`src/rtl/uart_param.sv`:
```
// Full-duplex UART with runtime prescale, optional parity and one or two stop bits.
// Optional build macro UART_PARAM_LOOPBACK_EN adds a LOOPBACK input routing TX_OUT into the RX path.
module uart_param #(
    parameter int DATA_WIDTH = 8
) (
    input  logic                  CLK,
    input  logic                  RST,
    input  logic [5:0]            Prescale,
    input  logic                  PAR_EN,
    input  logic                  PAR_TYP,
    input  logic                  STOP2,
    input  logic [DATA_WIDTH-1:0] TX_P_DATA,
    input  logic                  TX_DATA_VALID,
    output logic                  TX_OUT,
    output logic                  Busy,
    input  logic                  RX_IN,
`ifdef UART_PARAM_LOOPBACK_EN
    input  logic                  LOOPBACK,
`endif
    output logic [DATA_WIDTH-1:0] RX_P_DATA,
    output logic                  RX_DATA_VALID,
    output logic                  PAR_Err,
    output logic                  Frame_Err,
    output logic [2:0]            tx_state_o,
    output logic [2:0]            rx_state_o
);

    typedef enum logic [2:0] {IDLE = 3'd0, START, DATA, PARITY, STOP} state_e;

    localparam logic [3:0] LAST_BIT = 4'(DATA_WIDTH - 1);

    function automatic logic [5:0] eff_prescale(input logic [5:0] p);
        if (p == 6'd8 || p == 6'd16 || p == 6'd32) return p;
        return 6'd16;
    endfunction

    // ---------------- transmitter ----------------
    state_e                tx_state_q, tx_state_d;
    logic [5:0]            tx_cnt_q, tx_cnt_d, tx_pre_q, tx_pre_d;
    logic [3:0]            tx_bit_q, tx_bit_d;
    logic [DATA_WIDTH-1:0] tx_shift_q, tx_shift_d;
    logic                  tx_par_q, tx_par_d, tx_par_en_q, tx_par_en_d, tx_stop2_q, tx_stop2_d;
    logic                  tx_last;

    assign tx_last    = (tx_cnt_q == tx_pre_q - 6'd1);
    assign tx_state_o = tx_state_q;

    always_comb begin
        tx_state_d  = tx_state_q;
        tx_cnt_d    = tx_last ? 6'd0 : tx_cnt_q + 6'd1;
        tx_pre_d    = tx_pre_q;
        tx_bit_d    = tx_bit_q;
        tx_shift_d  = tx_shift_q;
        tx_par_d    = tx_par_q;
        tx_par_en_d = tx_par_en_q;
        tx_stop2_d  = tx_stop2_q;
        TX_OUT      = 1'b1;
        Busy        = 1'b1;
        case (tx_state_q)
            IDLE: begin
                Busy     = 1'b0;
                tx_cnt_d = 6'd0;
                if (TX_DATA_VALID) begin
                    tx_state_d  = START;
                    tx_pre_d    = eff_prescale(Prescale);
                    tx_shift_d  = TX_P_DATA;
                    tx_par_d    = PAR_TYP ^ (^TX_P_DATA);
                    tx_par_en_d = PAR_EN;
                    tx_stop2_d  = STOP2;
                    tx_bit_d    = 4'd0;
                end
            end
            START: begin
                TX_OUT = 1'b0;
                if (tx_last) tx_state_d = DATA;
            end
            DATA: begin
                TX_OUT = tx_shift_q[0];
                if (tx_last) begin
                    tx_shift_d = tx_shift_q >> 1;
                    if (tx_bit_q == LAST_BIT) begin
                        tx_bit_d   = 4'd0;
                        tx_state_d = tx_par_en_q ? PARITY : STOP;
                    end else begin
                        tx_bit_d = tx_bit_q + 4'd1;
                    end
                end
            end
            PARITY: begin
                TX_OUT = tx_par_q;
                if (tx_last) tx_state_d = STOP;
            end
            STOP: begin
                if (tx_last) begin
                    if (tx_stop2_q && tx_bit_q == 4'd0) tx_bit_d   = 4'd1;
                    else                                tx_state_d = IDLE;
                end
            end
            default: tx_state_d = IDLE;
        endcase
    end

    // ---------------- receiver ----------------
    logic                  rx_src, rx_s1_q, rx_s2_q, rx_s3_q;
    state_e                rx_state_q, rx_state_d;
    logic [5:0]            rx_cnt_q, rx_cnt_d, rx_pre_q, rx_pre_d, rx_half;
    logic [3:0]            rx_bit_q, rx_bit_d;
    logic [DATA_WIDTH-1:0] rx_shift_q, rx_shift_d, rx_data_q, rx_data_d;
    logic [1:0]            rx_smp_q, rx_smp_d;
    logic                  rx_par_bit_q, rx_par_bit_d, rx_par_en_q, rx_par_en_d, rx_par_typ_q, rx_par_typ_d;
    logic                  rx_valid_d, rx_perr_d, rx_ferr_d, rx_valid_q, rx_perr_q, rx_ferr_q;
    logic                  rx_last, rx_decide, rx_maj, rx_par_bad;

`ifdef UART_PARAM_LOOPBACK_EN
    assign rx_src = LOOPBACK ? TX_OUT : RX_IN;
`else
    assign rx_src = RX_IN;
`endif

    assign rx_half    = {1'b0, rx_pre_q[5:1]};
    assign rx_last    = (rx_cnt_q == rx_pre_q - 6'd1);
    assign rx_decide  = (rx_cnt_q == rx_half + 6'd1);
    assign rx_maj     = (rx_smp_q[0] & rx_smp_q[1]) | (rx_smp_q[0] & rx_s2_q) | (rx_smp_q[1] & rx_s2_q);
    assign rx_par_bad = rx_par_en_q & (rx_par_bit_q != (rx_par_typ_q ^ (^rx_shift_q)));

    assign RX_P_DATA     = rx_data_q;
    assign RX_DATA_VALID = rx_valid_q;
    assign PAR_Err       = rx_perr_q;
    assign Frame_Err     = rx_ferr_q;
    assign rx_state_o    = rx_state_q;

    always_comb begin
        rx_state_d   = rx_state_q;
        rx_cnt_d     = rx_last ? 6'd0 : rx_cnt_q + 6'd1;
        rx_pre_d     = rx_pre_q;
        rx_bit_d     = rx_bit_q;
        rx_shift_d   = rx_shift_q;
        rx_smp_d     = rx_smp_q;
        rx_par_bit_d = rx_par_bit_q;
        rx_par_en_d  = rx_par_en_q;
        rx_par_typ_d = rx_par_typ_q;
        rx_data_d    = rx_data_q;
        rx_valid_d   = 1'b0;
        rx_perr_d    = 1'b0;
        rx_ferr_d    = 1'b0;
        if (rx_cnt_q == rx_half - 6'd1) rx_smp_d[0] = rx_s2_q;
        if (rx_cnt_q == rx_half)        rx_smp_d[1] = rx_s2_q;
        case (rx_state_q)
            IDLE: begin
                rx_cnt_d = 6'd0;
                // the edge-detect cycle is count 0 of the start bit
                if (rx_s3_q && !rx_s2_q) begin
                    rx_state_d   = START;
                    rx_cnt_d     = 6'd1;
                    rx_pre_d     = eff_prescale(Prescale);
                    rx_par_en_d  = PAR_EN;
                    rx_par_typ_d = PAR_TYP;
                    rx_bit_d     = 4'd0;
                end
            end
            START: begin
                if (rx_decide && rx_maj) begin
                    rx_state_d = IDLE;
                    rx_cnt_d   = 6'd0;
                end else if (rx_last) begin
                    rx_state_d = DATA;
                end
            end
            DATA: begin
                if (rx_decide) rx_shift_d = {rx_maj, rx_shift_q[DATA_WIDTH-1:1]};
                if (rx_last) begin
                    if (rx_bit_q == LAST_BIT) begin
                        rx_bit_d   = 4'd0;
                        rx_state_d = rx_par_en_q ? PARITY : STOP;
                    end else begin
                        rx_bit_d = rx_bit_q + 4'd1;
                    end
                end
            end
            PARITY: begin
                if (rx_decide) rx_par_bit_d = rx_maj;
                if (rx_last)   rx_state_d   = STOP;
            end
            STOP: begin
                if (rx_decide) begin
                    rx_state_d = IDLE;
                    rx_cnt_d   = 6'd0;
                    rx_ferr_d  = ~rx_maj;
                    rx_perr_d  = rx_par_bad;
                    if (rx_maj && !rx_par_bad) begin
                        rx_valid_d = 1'b1;
                        rx_data_d  = rx_shift_q;
                    end
                end
            end
            default: rx_state_d = IDLE;
        endcase
    end

    always_ff @(posedge CLK) begin
        if (!RST) begin
            tx_state_q   <= IDLE;
            tx_cnt_q     <= 6'd0;
            tx_pre_q     <= 6'd16;
            tx_bit_q     <= 4'd0;
            tx_shift_q   <= '0;
            tx_par_q     <= 1'b0;
            tx_par_en_q  <= 1'b0;
            tx_stop2_q   <= 1'b0;
            rx_s1_q      <= 1'b1;
            rx_s2_q      <= 1'b1;
            rx_s3_q      <= 1'b1;
            rx_state_q   <= IDLE;
            rx_cnt_q     <= 6'd0;
            rx_pre_q     <= 6'd16;
            rx_bit_q     <= 4'd0;
            rx_shift_q   <= '0;
            rx_smp_q     <= 2'b11;
            rx_par_bit_q <= 1'b0;
            rx_par_en_q  <= 1'b0;
            rx_par_typ_q <= 1'b0;
            rx_data_q    <= '0;
            rx_valid_q   <= 1'b0;
            rx_perr_q    <= 1'b0;
            rx_ferr_q    <= 1'b0;
        end else begin
            tx_state_q   <= tx_state_d;
            tx_cnt_q     <= tx_cnt_d;
            tx_pre_q     <= tx_pre_d;
            tx_bit_q     <= tx_bit_d;
            tx_shift_q   <= tx_shift_d;
            tx_par_q     <= tx_par_d;
            tx_par_en_q  <= tx_par_en_d;
            tx_stop2_q   <= tx_stop2_d;
            rx_s1_q      <= rx_src;
            rx_s2_q      <= rx_s1_q;
            rx_s3_q      <= rx_s2_q;
            rx_state_q   <= rx_state_d;
            rx_cnt_q     <= rx_cnt_d;
            rx_pre_q     <= rx_pre_d;
            rx_bit_q     <= rx_bit_d;
            rx_shift_q   <= rx_shift_d;
            rx_smp_q     <= rx_smp_d;
            rx_par_bit_q <= rx_par_bit_d;
            rx_par_en_q  <= rx_par_en_d;
            rx_par_typ_q <= rx_par_typ_d;
            rx_data_q    <= rx_data_d;
            rx_valid_q   <= rx_valid_d;
            rx_perr_q    <= rx_perr_d;
            rx_ferr_q    <= rx_ferr_d;
        end
    end

endmodule

```
`config.mk`:
```
export PLATFORM = sky130hd
export DESIGN_NAME = uart_param
export DESIGN_NICKNAME = d
export VERILOG_FILES = /design/src/rtl/uart_param.sv
export SDC_FILE = /design/constraint.sdc
export NUM_CORES = 1
export LEC_CHECK = 0
export ABC_AREA = 1
export CAP_MARGIN = 40
export CORE_MARGIN = 2
export CORE_UTILIZATION = 40
export DETAILED_ROUTE_END_ITERATION = 6
export GPL_ROUTABILITY_DRIVEN = 1
export GPL_TIMING_DRIVEN = 0
export PLACE_DENSITY = 0.64
export SYNTH_ARGS = -nofsm -noshare
export SYNTH_HDL_FRONTEND = slang
export SYNTH_SLANG_ARGS = --single-unit
```
`constraint.sdc`:
```
create_clock -name CLK -period 3.36 [get_ports CLK]
set_input_delay 0.504 -clock CLK [delete_from_list [all_inputs] [get_ports CLK]]
set_output_delay 0.504 -clock CLK [all_outputs]
set_load 0.01 [all_outputs]
```
### Word level (Yosys, flattened, before mapping)

Cells that the tools add are included.

* $add $sub $neg: 8
* multipliers: 0
* divide/modulo/power cells: 0
* $lt $le $gt $ge: 0
* equality and inequality tests: 33
* shift-type cells: 0
* muxes and demuxes: 47
* bitwise gates (word level): 10
* reduce and logical (&&, ||, !) cells: 28

Operators with widths (number)
* 3-bit 2-to-1 mux: 16
* 6-bit 2-to-1 mux: 6
* 4-bit 2-to-1 mux: 8
* 3-bit one-hot mux with 5 select lines: 2
* 2-bit != test (second input constant): 13
* 6-bit equality test: 4
* 6-bit one-hot mux with 3 select lines: 1
* 8-bit 2-to-1 mux: 2
* 8-bit one-hot mux with 2 select lines: 1
* 8-bit parity: 2
* 6-bit by 1-bit adder with 6-bit output (second input constant): 2
* 3-bit by 2-bit equality test with 1-bit output (second input constant): 4
* 4-bit one-hot mux with 3 select lines: 1
* 3-bit AND reduction: 4
* 6-bit by 1-bit subtractor with 6-bit output (second input constant): 2
* 4-bit by 1-bit adder with 4-bit output (second input constant): 2
* 4-bit by 3-bit equality test with 1-bit output (second input constant): 2
* 1-bit 2-to-1 mux: 8
* 4-bit one-hot mux with 2 select lines: 1
* 2-bit AND reduction: 4
* 7-bit AND reduction: 1
* 5-bit by 1-bit adder with 6-bit output (second input constant): 1
* 3-bit by 1-bit equality test with 1-bit output (second input constant): 2
* 3-bit equality test (second input constant): 2
* 22 further kinds: 35

* register bits: 76
* bits in latches: 0
* memory bits (writable): 0
* bits in read-only memories: 0
* input bits: 21
* word-level logic and storage cells: 151
* memories kept: 0

### Longest topological paths before layout

Gate-level depths: netlist (run 1).

* word-level depth: 7
* gate-level depth with buffers: 17
* depth with buffers taken out: 17

### Worst setup path after synthesis (run 1)

Ideal clock, no wire load.

* path kind: register -> register
* start point: register rx_pre_q[1]
* end point: register rx_state_q[1] (netlist: rx_state_o[1])
* library setup time: 0.133 ns
* arrival time: 1.706 ns
* path slack: 1.522 ns
* cell stages (with the launch flop): 15
* path buffers: 0
* period minus slack after synthesis: 1.838 ns
* cell sequence: dfxtp_1 -> inv_1 -> ha_1 -> nand2_1 -> nand2_1 -> nor2_1 -> nand2_1 -> nor2_2 -> nand2_2 -> nand2_2 -> nand2_2 -> nor2_4 -> nand2_1 -> nand2_1 -> a21oi_1

* cells in the longest elaborated chain, start to end: 5
* elaborated cells between the ends (all ways): 12
* those cells by class: add/sub (2); eq/ne (6); mux (2); reduce/logical (2)

RTL lines
* from (decl): RTL line 106 `logic [5:0] rx_cnt_q, rx_cnt_d, rx_pre_q, rx_pre_d, rx_half;`
* from (signal assigned): RTL line 240 `rx_pre_q <= rx_pre_d;`
* 5-bit by 1-bit adder with 6-bit output: RTL line 122 `assign rx_decide = (rx_cnt_q == rx_half + 6'd1);`
* 6-bit equality test: RTL line 122
* 1-bit logical AND: RTL line 162 `if (rx_decide && rx_maj) begin`
* 3-bit != test (no line) / 3-bit 2-to-1 mux (equally long branches)
* 6-bit AND reduction (no line) / 3-bit one-hot mux with 5 select lines (equally long branches)
* to (signal assigned): RTL line 238 `rx_state_q <= rx_state_d;`
* to (decl): RTL line 105 `state_e rx_state_q, rx_state_d;`

Several ways; a longest one is shown, not always the timed one.
A chain may end at the register's enable or synchronous reset.

### Worst setup path after layout (run 1)

* start point: register tx_state_q[2] (netlist: tx_state_o[2])
* end point: output port TX_OUT

* cells in the longest elaborated chain, start to end: 2
* elaborated cells between the ends (all ways): 4
* those cells by class: eq/ne (3); mux (1)

RTL lines
* from (decl): RTL line 38 `state_e tx_state_q, tx_state_d;`
* from (signal assigned): RTL line 227 `tx_state_q <= tx_state_d;`
* 3-bit by 2-bit equality test with 1-bit output / 3-bit by 1-bit equality test with 1-bit output (equally long branches): RTL line 59 `case (tx_state_q)`
* 1-bit one-hot mux with 3 select lines (*): RTL line 59
* to (decl): RTL line 14 `output logic TX_OUT,`

Every way passes the cells marked *; elsewhere a longest branch is shown, timed or not.

==> run_summary.xml, run 1 <==
<?xml version="1.0" encoding="UTF-8"?>
<metrics>
  <group name="floorplan">
    <metric name="num_io_pins" unit="">40</metric>
    <metric name="coreArea" unit="um^2">10200</metric>
    <metric name="fp.dieH" unit="um">106</metric>
    <metric name="die-area" unit="um^2">11200</metric>
    <metric name="row_count" unit="">37</metric>
    <metric name="die_x" unit="um">106</metric>
    <metric name="initial_core_util" unit="%">40.7</metric>
  </group>
  <group name="route">
    <metric name="drtPass1Iterations" unit="">4</metric>
    <metric name="drt-wirelength-per-cell" unit="um">11.5</metric>
    <metric name="first_iter_violations" unit="">139</metric>
    <metric name="wirelength" unit="um">9250</metric>
    <metric name="routed_via_density" unit="">4.84</metric>
    <metric name="drcViolationCount" unit="">0</metric>
    <metric name="antenna_violating_nets_post_route" unit="">0</metric>
    <metric name="num_vias" unit="">3876</metric>
  </group>
  <group name="critical_path">
    <metric name="worstSetupStartpointType" unit="">flip-flop</metric>
    <metric name="timing.critical_path.slowest_cell_delay" unit="ps">590</metric>
    <metric name="cp_cell_sequence" unit="">inv_1 -&gt; nand2_1 -&gt; nor2_4 -&gt; a22oi_1 -&gt; clkdlybuf4s50_1</metric>
    <metric name="max_fanout_on_critical_path" unit="">7</metric>
    <metric name="cpLargestDelayFamily" unit="">buffers and inverters</metric>
    <metric name="timing.critical_path.buf_inv" unit="">2</metric>
    <metric name="worstSetupEndpointType" unit="">output pin</metric>
    <metric name="timing.critical_path.arrival" unit="ps">1830</metric>
    <metric name="crit_type" unit="">reg -&gt; out</metric>
    <metric name="cp_slowest_cell" unit="">sky130_fd_sc_hd__clkdlybuf4s50_1</metric>
    <metric name="cp.required" unit="ps">2860</metric>
  </group>
  <group name="final_layout">
    <metric name="layout.filler_cells" unit="">1042</metric>
    <metric name="n_antenna_cell" unit="">0</metric>
    <metric name="most-common-layout-cells" unit="">sky130_fd_sc_hd__nand2_1 (138), sky130_fd_sc_hd__nor2_1 (77), sky130_fd_sc_hd__dfxtp_1 (76)</metric>
    <metric name="area_growth_syn_to_layout" unit="%">19.2</metric>
    <metric name="layout.nets" unit="">691</metric>
    <metric name="finish.instance_area" unit="um^2">4950</metric>
    <metric name="ratio_of_cells_with_drive_above_1_in_the_final_layout" unit="%">8.87</metric>
    <metric name="most_frequent_standard_cell_in_the_layout_excluding_fill_and_tap_cells" unit="">sky130_fd_sc_hd__nand2_1</metric>
    <metric name="post_layout_nonfiller_instances" unit="">801</metric>
  </group>
  <group name="placement">
    <metric name="place_hpwl" unit="um">7140</metric>
    <metric name="post-place-cells" unit="">785</metric>
    <metric name="gp_congestion" unit="">0.881</metric>
    <metric name="io_buffer_count" unit="">38</metric>
    <metric name="dp_slack" unit="ps">1160</metric>
    <metric name="place_area" unit="um^2">4700</metric>
  </group>
  <group name="sta">
    <metric name="drv_slew" unit="">0</metric>
    <metric name="setup_total_negative_slack" unit="ps">0</metric>
    <metric name="worstMarginPinSlew" unit="ps">543</metric>
    <metric name="post-route-worst-setup-slack" unit="ps">1030</metric>
    <metric name="max-slew-margin-rel" unit="%">63.8</metric>
    <metric name="timing.final.crit_share" unit="%">69.4</metric>
    <metric name="rsz0062_at_grt" unit="">no</metric>
    <metric name="achievable-frequency" unit="MHz">429</metric>
    <metric name="report.final.hold_viol_count" unit="">0</metric>
    <metric name="final.setup_skew" unit="ps">9.34</metric>
    <metric name="setup-violations-final" unit="">0</metric>
    <metric name="finalCriticalPeriod" unit="ps">2330</metric>
  </group>
  <group name="logic_synthesis">
    <metric name="syn-mean-instance-area" unit="um^2">6.79</metric>
    <metric name="synth_fp_nets" unit="">642</metric>
    <metric name="synth_area_leaders" unit="">sky130_fd_sc_hd__dfxtp_1 (37%), sky130_fd_sc_hd__nand2_1 (12%), sky130_fd_sc_hd__nor2_1 (7.0%)</metric>
    <metric name="synth_area_leader_cell" unit="">sky130_fd_sc_hd__dfxtp_1</metric>
    <metric name="ys.warnings.count" unit="">0</metric>
    <metric name="ys_async_sr_fraction" unit="%">0</metric>
    <metric name="synth_sequential_area_ratio" unit="%">36.7</metric>
    <metric name="synth.ff_latch_count" unit="">76</metric>
    <metric name="post_synth_num_cell_types" unit="">34</metric>
    <metric name="synth.top_cell.area_share" unit="%">36.7</metric>
    <metric name="synth.cell_area" unit="um^2">4150</metric>
    <metric name="synth-edff-count" unit="">0</metric>
    <metric name="synth_top_flop_cell" unit="">sky130_fd_sc_hd__dfxtp_1</metric>
    <metric name="postSynthCellCount" unit="">611</metric>
  </group>
  <group name="grt">
    <metric name="grt_first_pass_wirelength" unit="um">16300</metric>
    <metric name="number_of_antenna_violations_at_the_first_check_in_global_routing" unit="">0</metric>
    <metric name="via_count_of_the_first_global_routing_pass" unit="">3705</metric>
    <metric name="track_usage" unit="%">17.7</metric>
    <metric name="overflow" unit="">0</metric>
    <metric name="largest_net_degree_at_the_start_of_global_routing" unit="">15</metric>
  </group>
  <group name="hold_path">
    <metric name="worst_hold_path_class" unit="">reg -&gt; reg</metric>
  </group>
  <group name="flow_run">
    <metric name="max-cap-violations" unit="">0</metric>
  </group>
  <group name="pwr">
    <metric name="power.ir.vdd_worst" unit="V">0.000399</metric>
    <metric name="p_leak" unit="nW">2.10</metric>
    <metric name="powerDensity" unit="nW/um^2">602</metric>
  </group>
  <group name="clock_tree">
    <metric name="post_cts_hold_buffer_count" unit="">0</metric>
    <metric name="tritoncts" unit="">done</metric>
    <metric name="ctsRootBufferMaster" unit="">sky130_fd_sc_hd__clkbuf_8</metric>
    <metric name="clock_tree.buffer_depth" unit="">2</metric>
    <metric name="numClockSinks" unit="">76</metric>
    <metric name="clk_pin_slew" unit="ps">90</metric>
    <metric name="cts_buffers" unit="">9</metric>
    <metric name="clk-insertion-delay-late" unit="ps">350</metric>
    <metric name="post_cts_resize_count" unit="">0</metric>
    <metric name="postCtsSetupBuffers" unit="">0</metric>
    <metric name="ctsHtreeMaxLevel" unit="">3</metric>
  </group>
  <group name="run_status">
    <metric name="status" unit="">complete, no violations</metric>
  </group>
</metrics>
==> cells in the mapped netlist, types with 2 or more instances <==
cell type and number:
sky130_fd_sc_hd__nor2_1 77, sky130_fd_sc_hd__buf_2 2, sky130_fd_sc_hd__inv_2 11, sky130_fd_sc_hd__xor2_1 15, sky130_fd_sc_hd__nand3_2 5, sky130_fd_sc_hd__o22ai_1 3, sky130_fd_sc_hd__a21oi_1 40, sky130_fd_sc_hd__nor2_2 4
sky130_fd_sc_hd__inv_1 64, sky130_fd_sc_hd__nor3_1 14, sky130_fd_sc_hd__nand3_1 51, sky130_fd_sc_hd__nor2_4 3, sky130_fd_sc_hd__buf_6 2, sky130_fd_sc_hd__o21ai_1 3, sky130_fd_sc_hd__dfxtp_1 76, sky130_fd_sc_hd__nand2_2 9
sky130_fd_sc_hd__or2_2 4, sky130_fd_sc_hd__clkbuf_1 7, sky130_fd_sc_hd__o21ai_0 40, sky130_fd_sc_hd__nor3b_1 2, sky130_fd_sc_hd__nand4_1 5, sky130_fd_sc_hd__xnor2_1 16, sky130_fd_sc_hd__ha_1 10, sky130_fd_sc_hd__nand2_1 138
==> registers in the layout (all words and copies together) (netlist names), 2 cells and up <==
name	cells
RX_P_DATA	8
rx_shift_q	8
tx_shift_q	8
rx_cnt_q	6
rx_pre_q	6
tx_cnt_q	6
tx_pre_q	6
rx_bit_q	4
tx_bit_q	4
rx_state_o	3
tx_state_o	3
rx_smp_q	2
==> cells by family after synthesis <==
family / share of synthesized area (%)
adders and majority gates: 3.26
DFF: 36.7
xor gates and xnor gates: 6.93
buffers and inverters: 8.47
AOI/OAI and AO/OA: 11.5
and+or+nand+nor: 33.1
==> power breakdown <==
part           switching (mW)  total (mW)  internal [mW]
combinational           0.613       0.995          0.383
clock                   0.372       0.871          0.499
sequential             0.0956        1.11           1.02
total                    1.08        2.98           1.90
==> area by class of cell <==
cell class | instances | area (um^2) | area share [%]
sequential | 76 | 1520 | 30.7
buffer | 12 | 66.3 | 1.34
clock inverter | 7 | 124 | 2.50
multi-input combinational | 447 | 2280 | 46.0
clock buffer | 9 | 124 | 2.50
inverter | 76 | 285 | 5.76
tap | 136 | 170 | 3.44
timing repair buffer | 38 | 380 | 7.69
==> metal layers <==
| metal | share of wire [%] | track usage [%] | vias to the layer above |
|---|---|---|---|
| met5 | 0 | 0 | - |
| met4 | 1.4 | 4.70 | 0 |
| met3 | 3.2 | 3.65 | 11 |
| met2 | 47 | 30.1 | 58 |
| met1 | 49 | 22.8 | 1747 |
| li1 | - | - | 2060 |
==> through the flow <==
| stage | util [%] | hold WS (ps) | power [mW] |
|---|---|---|---|
| 6_report | 48.6 | 422 | 2.98 |
| 5_1_grt | 48.6 | 435 | 3.20 |
| 4_1_cts | 48.6 | 421 | 3.00 |
| 3_5_place_dp | 46.2 | 400 | 2.13 |
| 3_3_place_gp | 46.2 | 397 | 2.11 |
| 2_1_floorplan | - | 393 | 1.84 |
==> path summary, 6_finish.rpt <==
path                              startpoint                         end  slack (ps)  cells after the start
hold reg to reg           rx_s1_q$_SDFF_PN1_          rx_s2_q$_SDFF_PN1_         420                      1
setup reg to reg    rx_pre_q[1]$_SDFFE_PN0P_  rx_shift_q[0]$_SDFFE_PN0P_        1170                     13
hold / removal            rx_s1_q$_SDFF_PN1_          rx_s2_q$_SDFF_PN1_         420                      1
setup / recovery  tx_state_o[2]$_SDFFE_PN0P_                      TX_OUT        1030                      5
No activity file was read; power rests on OpenSTA's default activity.
==> inputs of run 2 (changes only) <==
==> constraint.sdc (replaced) <==
create_clock -name CLK -period 2.25 [get_ports CLK]
set_input_delay 0.3375 -clock CLK [delete_from_list [all_inputs] [get_ports CLK]]
set_output_delay 0.3375 -clock CLK [all_outputs]
set_load 0.01 [all_outputs]
==> run 2 against run 1 <==
Clock skew shrank 0.76 ps. Largest power group unchanged. Via count grew 0.23%. Highest routed layer unchanged. Flip-flop and latch count is the same.
==> run_summary.xml, run 2 (same netlist as run 1, synthesis figures left out) <==
<?xml version="1.0" encoding="UTF-8"?>
<metrics>
  <group name="sta">
    <metric name="finalCriticalPeriod" unit="ps">2150</metric>
    <metric name="drv_slew" unit="">0</metric>
    <metric name="setup-violations-final" unit="">0</metric>
    <metric name="fin_worst_hold_slack" unit="ps">427</metric>
    <metric name="achievable-frequency" unit="MHz">465</metric>
    <metric name="report.final.hold_viol_count" unit="">0</metric>
    <metric name="rsz0062_at_grt" unit="">no</metric>
    <metric name="timing.final.crit_share" unit="%">95.5</metric>
    <metric name="final.setup_skew" unit="ps">8.58</metric>
    <metric name="worstMarginPinSlew" unit="ps">587</metric>
    <metric name="setup_total_negative_slack" unit="ps">0</metric>
    <metric name="max-slew-margin-rel" unit="%">60.9</metric>
  </group>
  <group name="route">
    <metric name="wirelength" unit="um">9260</metric>
    <metric name="routed_via_density" unit="">4.85</metric>
    <metric name="first_iter_violations" unit="">154</metric>
    <metric name="num_vias" unit="">3885</metric>
    <metric name="antenna_violating_nets_post_route" unit="">0</metric>
    <metric name="drcViolationCount" unit="">0</metric>
    <metric name="drtPass1Iterations" unit="">4</metric>
    <metric name="drt-wirelength-per-cell" unit="um">11.6</metric>
  </group>
  <group name="final_layout">
    <metric name="layout.filler_cells" unit="">1037</metric>
    <metric name="layout.nets" unit="">691</metric>
    <metric name="area_growth_syn_to_layout" unit="%">19.8</metric>
    <metric name="n_antenna_cell" unit="">0</metric>
    <metric name="ratio_of_cells_with_drive_above_1_in_the_final_layout" unit="%">9.77</metric>
    <metric name="most_frequent_standard_cell_in_the_layout_excluding_fill_and_tap_cells" unit="">sky130_fd_sc_hd__nand2_1</metric>
    <metric name="utilization" unit="%">48.8</metric>
    <metric name="most-common-layout-cells" unit="">sky130_fd_sc_hd__nand2_1 (137), sky130_fd_sc_hd__nor2_1 (76), sky130_fd_sc_hd__dfxtp_1 (73)</metric>
    <metric name="post_layout_nonfiller_instances" unit="">801</metric>
  </group>
  <group name="clock_tree">
    <metric name="clk_pin_slew" unit="ps">90</metric>
    <metric name="ctsHtreeMaxLevel" unit="">3</metric>
    <metric name="postCtsSetupBuffers" unit="">0</metric>
    <metric name="ctsRootBufferMaster" unit="">sky130_fd_sc_hd__clkbuf_8</metric>
    <metric name="post_cts_hold_buffer_count" unit="">0</metric>
    <metric name="numClockSinks" unit="">76</metric>
    <metric name="cts_buffers" unit="">9</metric>
    <metric name="clk-insertion-delay-late" unit="ps">350</metric>
    <metric name="tritoncts" unit="">done</metric>
    <metric name="clock_tree.buffer_depth" unit="">2</metric>
  </group>
  <group name="floorplan">
    <metric name="die-area" unit="um^2">11200</metric>
    <metric name="num_io_pins" unit="">40</metric>
    <metric name="fp.dieH" unit="um">106</metric>
    <metric name="initial_core_util" unit="%">40.7</metric>
    <metric name="die_x" unit="um">106</metric>
    <metric name="coreArea" unit="um^2">10200</metric>
    <metric name="row_count" unit="">37</metric>
  </group>
  <group name="critical_path">
    <metric name="timing.critical_path.buf_inv" unit="">1</metric>
    <metric name="cp_slowest_cell" unit="">sky130_fd_sc_hd__clkdlybuf4s50_1</metric>
    <metric name="cp.required" unit="ps">1910</metric>
    <metric name="crit_type" unit="">reg -&gt; out</metric>
    <metric name="worstSetupStartpointType" unit="">flip-flop</metric>
    <metric name="timing.critical_path.arrival" unit="ps">1810</metric>
    <metric name="max_fanout_on_critical_path" unit="">8</metric>
    <metric name="cp_cell_sequence" unit="">nand2_1 -&gt; nor2_4 -&gt; a22oi_1 -&gt; clkdlybuf4s50_1</metric>
    <metric name="timing.critical_path.slowest_cell_delay" unit="ps">500</metric>
    <metric name="worstSetupEndpointType" unit="">output pin</metric>
    <metric name="cpLargestDelayFamily" unit="">buffers and inverters</metric>
  </group>
  <group name="hold_path">
    <metric name="worst_hold_path_class" unit="">reg -&gt; reg</metric>
  </group>
  <group name="pwr">
    <metric name="power.ir.vdd_worst" unit="V">0.000599</metric>
    <metric name="powerDensity" unit="nW/um^2">896</metric>
    <metric name="p_leak" unit="nW">2.11</metric>
  </group>
  <group name="grt">
    <metric name="via_count_of_the_first_global_routing_pass" unit="">3705</metric>
    <metric name="busiest_layer" unit="">met2</metric>
    <metric name="number_of_antenna_violations_at_the_first_check_in_global_routing" unit="">0</metric>
    <metric name="grt_util_met3" unit="%">3.65</metric>
    <metric name="track_usage" unit="%">17.7</metric>
    <metric name="use_met1" unit="%">22.8</metric>
    <metric name="overflow" unit="">0</metric>
    <metric name="largest_net_degree_at_the_start_of_global_routing" unit="">15</metric>
    <metric name="globalRouteMet2Util" unit="%">30.1</metric>
    <metric name="grt_first_pass_wirelength" unit="um">16300</metric>
  </group>
  <group name="placement">
    <metric name="gp_congestion" unit="">0.881</metric>
    <metric name="place_hpwl" unit="um">7140</metric>
    <metric name="io_buffer_count" unit="">38</metric>
    <metric name="post-place-cells" unit="">785</metric>
  </group>
  <group name="run_status">
    <metric name="status" unit="">complete, no violations</metric>
  </group>
  <group name="flow_run">
    <metric name="max-cap-violations" unit="">0</metric>
  </group>
</metrics>
[run 2: repair_timing]
item,CTS,global route
endpoints found under the setup margin,0,31
resized for setup,0,11
endpoints found under the hold margin,0,0
[run 2: layer usage]
layer / part of all wire, % / up-vias / wire length [um]
met5: 0 / - / 0
met3: 4.3 / 11 / 401
met2: 47 / 80 / 4330
met1: 47 / 1736 / 4390
li1: - / 2058 / -
met4: 1.4 / 0 / 129
[run 2: where the power goes]
| part | total (mW) | switching [mW] | internal (mW) |
|---|---|---|---|
| clock network | 1.30 | 0.554 | 0.744 |
| logic | 1.50 | 0.920 | 0.575 |
| registers | 1.66 | 0.143 | 1.52 |
[run 2: metrics by stage]
stage	area [um^2]	worst slack, ps	total power [mW]
after global routing	4970	0.620	4.79
final	4970	101	4.46
after detailed placement	4700	45.4	3.18
after CTS	4950	28.7	4.47
after floorplan	4150	412	2.75
after global placement	4700	84.2	3.14
[run 2: cell type report]
cell class	count	area [um^2]	share of cell area (%)
Clock inverter	7	124	2.49
Timing Repair Buffer	38	380	7.65
Tap cell	136	170	3.42
Clock buffer	9	124	2.49
Inverter	76	290	5.84
Multi-Input combinational cell	447	2290	46.1
Sequential cell	76	1530	30.7
Buffer	12	66.3	1.33
[run 2: worst reg2reg max path: cells and delay by family (launching register included)]
kind                     cells  cell delay (ps)
adder cells (fa/ha/maj)      1              320
XOR/XNOR                     1              130
AND/OR/NAND/NOR             11             1040
buffers and inverters        1              100
flip-flops                   1              350
[run 2: final timing paths]
path | start | endpoint | slack [ps] | depth (start not counted)
max | tx_state_o[1]$_SDFFE_PN0P_ | TX_OUT | 100 | 4
min | rx_s1_q$_SDFF_PN1_ | rx_s2_q$_SDFF_PN1_ | 430 | 1
max reg2reg | tx_pre_q[0]$_SDFFE_PN0P_ | tx_bit_q[3]$_SDFFE_PN0P_ | 240 | 14
min reg2reg | rx_s1_q$_SDFF_PN1_ | rx_s2_q$_SDFF_PN1_ | 430 | 1
==> inputs of run 3 (changes only) <==
--- a/config.mk
+++ b/config.mk
@@ -13,6 +13,7 @@
 export GPL_ROUTABILITY_DRIVEN = 1
 export GPL_TIMING_DRIVEN = 0
 export PLACE_DENSITY = 0.64
+export REMOVE_ABC_BUFFERS = 1
 export SYNTH_ARGS = -nofsm -noshare
 export SYNTH_HDL_FRONTEND = slang
 export SYNTH_SLANG_ARGS = --single-unit
==> run 3 against run 2 <==
Register-to-register slack worse by 30 ps. First-iteration DRC count down 3.2%. Clock skew down 2.0 ps. Design area down 0.75%. Via count up 0.21%. Critical path depth up 1.
==> run_summary.xml, run 3 (same netlist as run 1, synthesis figures left out) <==
<?xml version="1.0" encoding="UTF-8"?>
<metrics>
  <group name="floorplan">
    <metric name="die_x" unit="um">106</metric>
    <metric name="initial_core_util" unit="%">40.7</metric>
    <metric name="num_io_pins" unit="">40</metric>
    <metric name="coreArea" unit="um^2">10200</metric>
    <metric name="row_count" unit="">37</metric>
    <metric name="die-area" unit="um^2">11200</metric>
    <metric name="fp.dieH" unit="um">106</metric>
  </group>
  <group name="route">
    <metric name="drt-wirelength-per-cell" unit="um">11.2</metric>
    <metric name="drcViolationCount" unit="">0</metric>
    <metric name="wirelength" unit="um">8850</metric>
    <metric name="drtPass1Iterations" unit="">4</metric>
    <metric name="num_vias" unit="">3893</metric>
    <metric name="first_iter_violations" unit="">149</metric>
    <metric name="routed_via_density" unit="">4.92</metric>
    <metric name="antenna_violating_nets_post_route" unit="">0</metric>
  </group>
  <group name="critical_path">
    <metric name="cp.required" unit="ps">1910</metric>
    <metric name="max_fanout_on_critical_path" unit="">5</metric>
    <metric name="worstSetupStartpointType" unit="">flip-flop</metric>
    <metric name="worstSetupEndpointType" unit="">output pin</metric>
    <metric name="crit_type" unit="">reg -&gt; out</metric>
    <metric name="timing.critical_path.arrival" unit="ps">1780</metric>
  </group>
  <group name="final_layout">
    <metric name="layout.nets" unit="">682</metric>
    <metric name="post_layout_nonfiller_instances" unit="">792</metric>
    <metric name="area_growth_syn_to_layout" unit="%">18.9</metric>
    <metric name="utilization" unit="%">48.5</metric>
    <metric name="most_frequent_standard_cell_in_the_layout_excluding_fill_and_tap_cells" unit="">sky130_fd_sc_hd__nand2_1</metric>
    <metric name="most-common-layout-cells" unit="">sky130_fd_sc_hd__nand2_1 (137), sky130_fd_sc_hd__nor2_1 (76), sky130_fd_sc_hd__dfxtp_1 (72)</metric>
    <metric name="n_antenna_cell" unit="">0</metric>
    <metric name="ratio_of_cells_with_drive_above_1_in_the_final_layout" unit="%">9.45</metric>
    <metric name="layout.filler_cells" unit="">1018</metric>
  </group>
  <group name="grt">
    <metric name="track_usage" unit="%">16.9</metric>
    <metric name="via_count_of_the_first_global_routing_pass" unit="">3609</metric>
    <metric name="largest_net_degree_at_the_start_of_global_routing" unit="">27</metric>
    <metric name="number_of_antenna_violations_at_the_first_check_in_global_routing" unit="">0</metric>
    <metric name="grt_first_pass_wirelength" unit="um">15600</metric>
    <metric name="overflow" unit="">0</metric>
  </group>
  <group name="sta">
    <metric name="drv_slew" unit="">0</metric>
    <metric name="achievable-frequency" unit="MHz">473</metric>
    <metric name="finalCriticalPeriod" unit="ps">2110</metric>
    <metric name="report.final.hold_viol_count" unit="">0</metric>
    <metric name="final.setup_skew" unit="ps">6.57</metric>
    <metric name="timing.final.crit_share" unit="%">94.0</metric>
    <metric name="post-route-worst-setup-slack" unit="ps">135</metric>
    <metric name="setup-violations-final" unit="">0</metric>
    <metric name="worstMarginPinSlew" unit="ps">538</metric>
    <metric name="max-slew-margin-rel" unit="%">64.0</metric>
    <metric name="fin_worst_hold_slack" unit="ps">424</metric>
    <metric name="rsz0062_at_grt" unit="">no</metric>
  </group>
  <group name="clock_tree">
    <metric name="ctsHtreeMaxLevel" unit="">3</metric>
    <metric name="post_cts_resize_count" unit="">0</metric>
    <metric name="post_cts_hold_buffer_count" unit="">0</metric>
    <metric name="tritoncts" unit="">done</metric>
    <metric name="postCtsSetupBuffers" unit="">0</metric>
    <metric name="ctsRootBufferMaster" unit="">sky130_fd_sc_hd__clkbuf_8</metric>
    <metric name="cts_buffers" unit="">9</metric>
    <metric name="clock_tree.buffer_depth" unit="">2</metric>
    <metric name="numClockSinks" unit="">76</metric>
    <metric name="clk_pin_slew" unit="ps">80</metric>
    <metric name="clk-insertion-delay-late" unit="ps">360</metric>
  </group>
  <group name="placement">
    <metric name="gp_congestion" unit="">0.852</metric>
    <metric name="place_hpwl" unit="um">6690</metric>
    <metric name="post-place-cells" unit="">776</metric>
    <metric name="io_buffer_count" unit="">39</metric>
    <metric name="dp_slack" unit="ps">-105</metric>
  </group>
  <group name="pwr">
    <metric name="p_leak" unit="nW">2.09</metric>
    <metric name="post-layout-total-power" unit="mW">4.33</metric>
    <metric name="powerDensity" unit="nW/um^2">878</metric>
    <metric name="power.ir.vdd_worst" unit="V">0.000784</metric>
  </group>
  <group name="flow_run">
    <metric name="max-cap-violations" unit="">0</metric>
  </group>
  <group name="run_status">
    <metric name="status" unit="">complete, no violations</metric>
  </group>
  <group name="hold_path">
    <metric name="worst_hold_path_class" unit="">reg -&gt; reg</metric>
  </group>
</metrics>
run 3: final timing paths:
check	start	endpoint	slack [ps]	cells after the start
setup / recovery	tx_state_o[0]$_SDFFE_PN0P_	Busy	140	5
hold / removal	rx_s1_q$_SDFF_PN1_	rx_s2_q$_SDFF_PN1_	420	1
setup reg to reg	rx_pre_q[1]$_SDFFE_PN0P_	rx_bit_q[2]$_SDFFE_PN0P_	210	12
hold reg to reg	rx_s1_q$_SDFF_PN1_	rx_s2_q$_SDFF_PN1_	420	1
run 3: critical path, cell delays in order, from the launching register on:
cell and delay (ps):
sky130_fd_sc_hd__dfxtp_1 370, sky130_fd_sc_hd__nor2_2 170, sky130_fd_sc_hd__inv_1 100, sky130_fd_sc_hd__nor2_1 180, sky130_fd_sc_hd__inv_1 110, sky130_fd_sc_hd__clkdlybuf4s50_1 490
run 3: area by class of cell:
class	instances	area, um^2	area share, %
Multi-Input combinational cell	447	2290	46.4
Sequential cell	76	1530	30.9
Timing Repair Buffer	41	433	8.77
Inverter	76	285	5.78
Tap cell	136	170	3.45
Clock buffer	10	138	2.79
Clock inverter	6	93.8	1.90
run 3: power by group:
part | switching, mW | internal [mW]
logic | 0.900 | 0.559
clock network | 0.540 | 0.664
registers | 0.145 | 1.52
run 3: routing by layer:
layer | wire [um] | track usage [%]
met1 | 4270 | 21.3
met2 | 4210 | 28.5
met3 | 271 | 3.53
met4 | 102 | 6.02
met5 | 0 | 0
run 3: per-stage QoR:
step	cell area, um^2	TNS [ps]
2_1_floorplan	4080	0
3_3_place_gp	4640	-33070
3_5_place_dp	4690	-317
4_1_cts	4920	0
5_1_grt	4940	0
6_report	4940	0
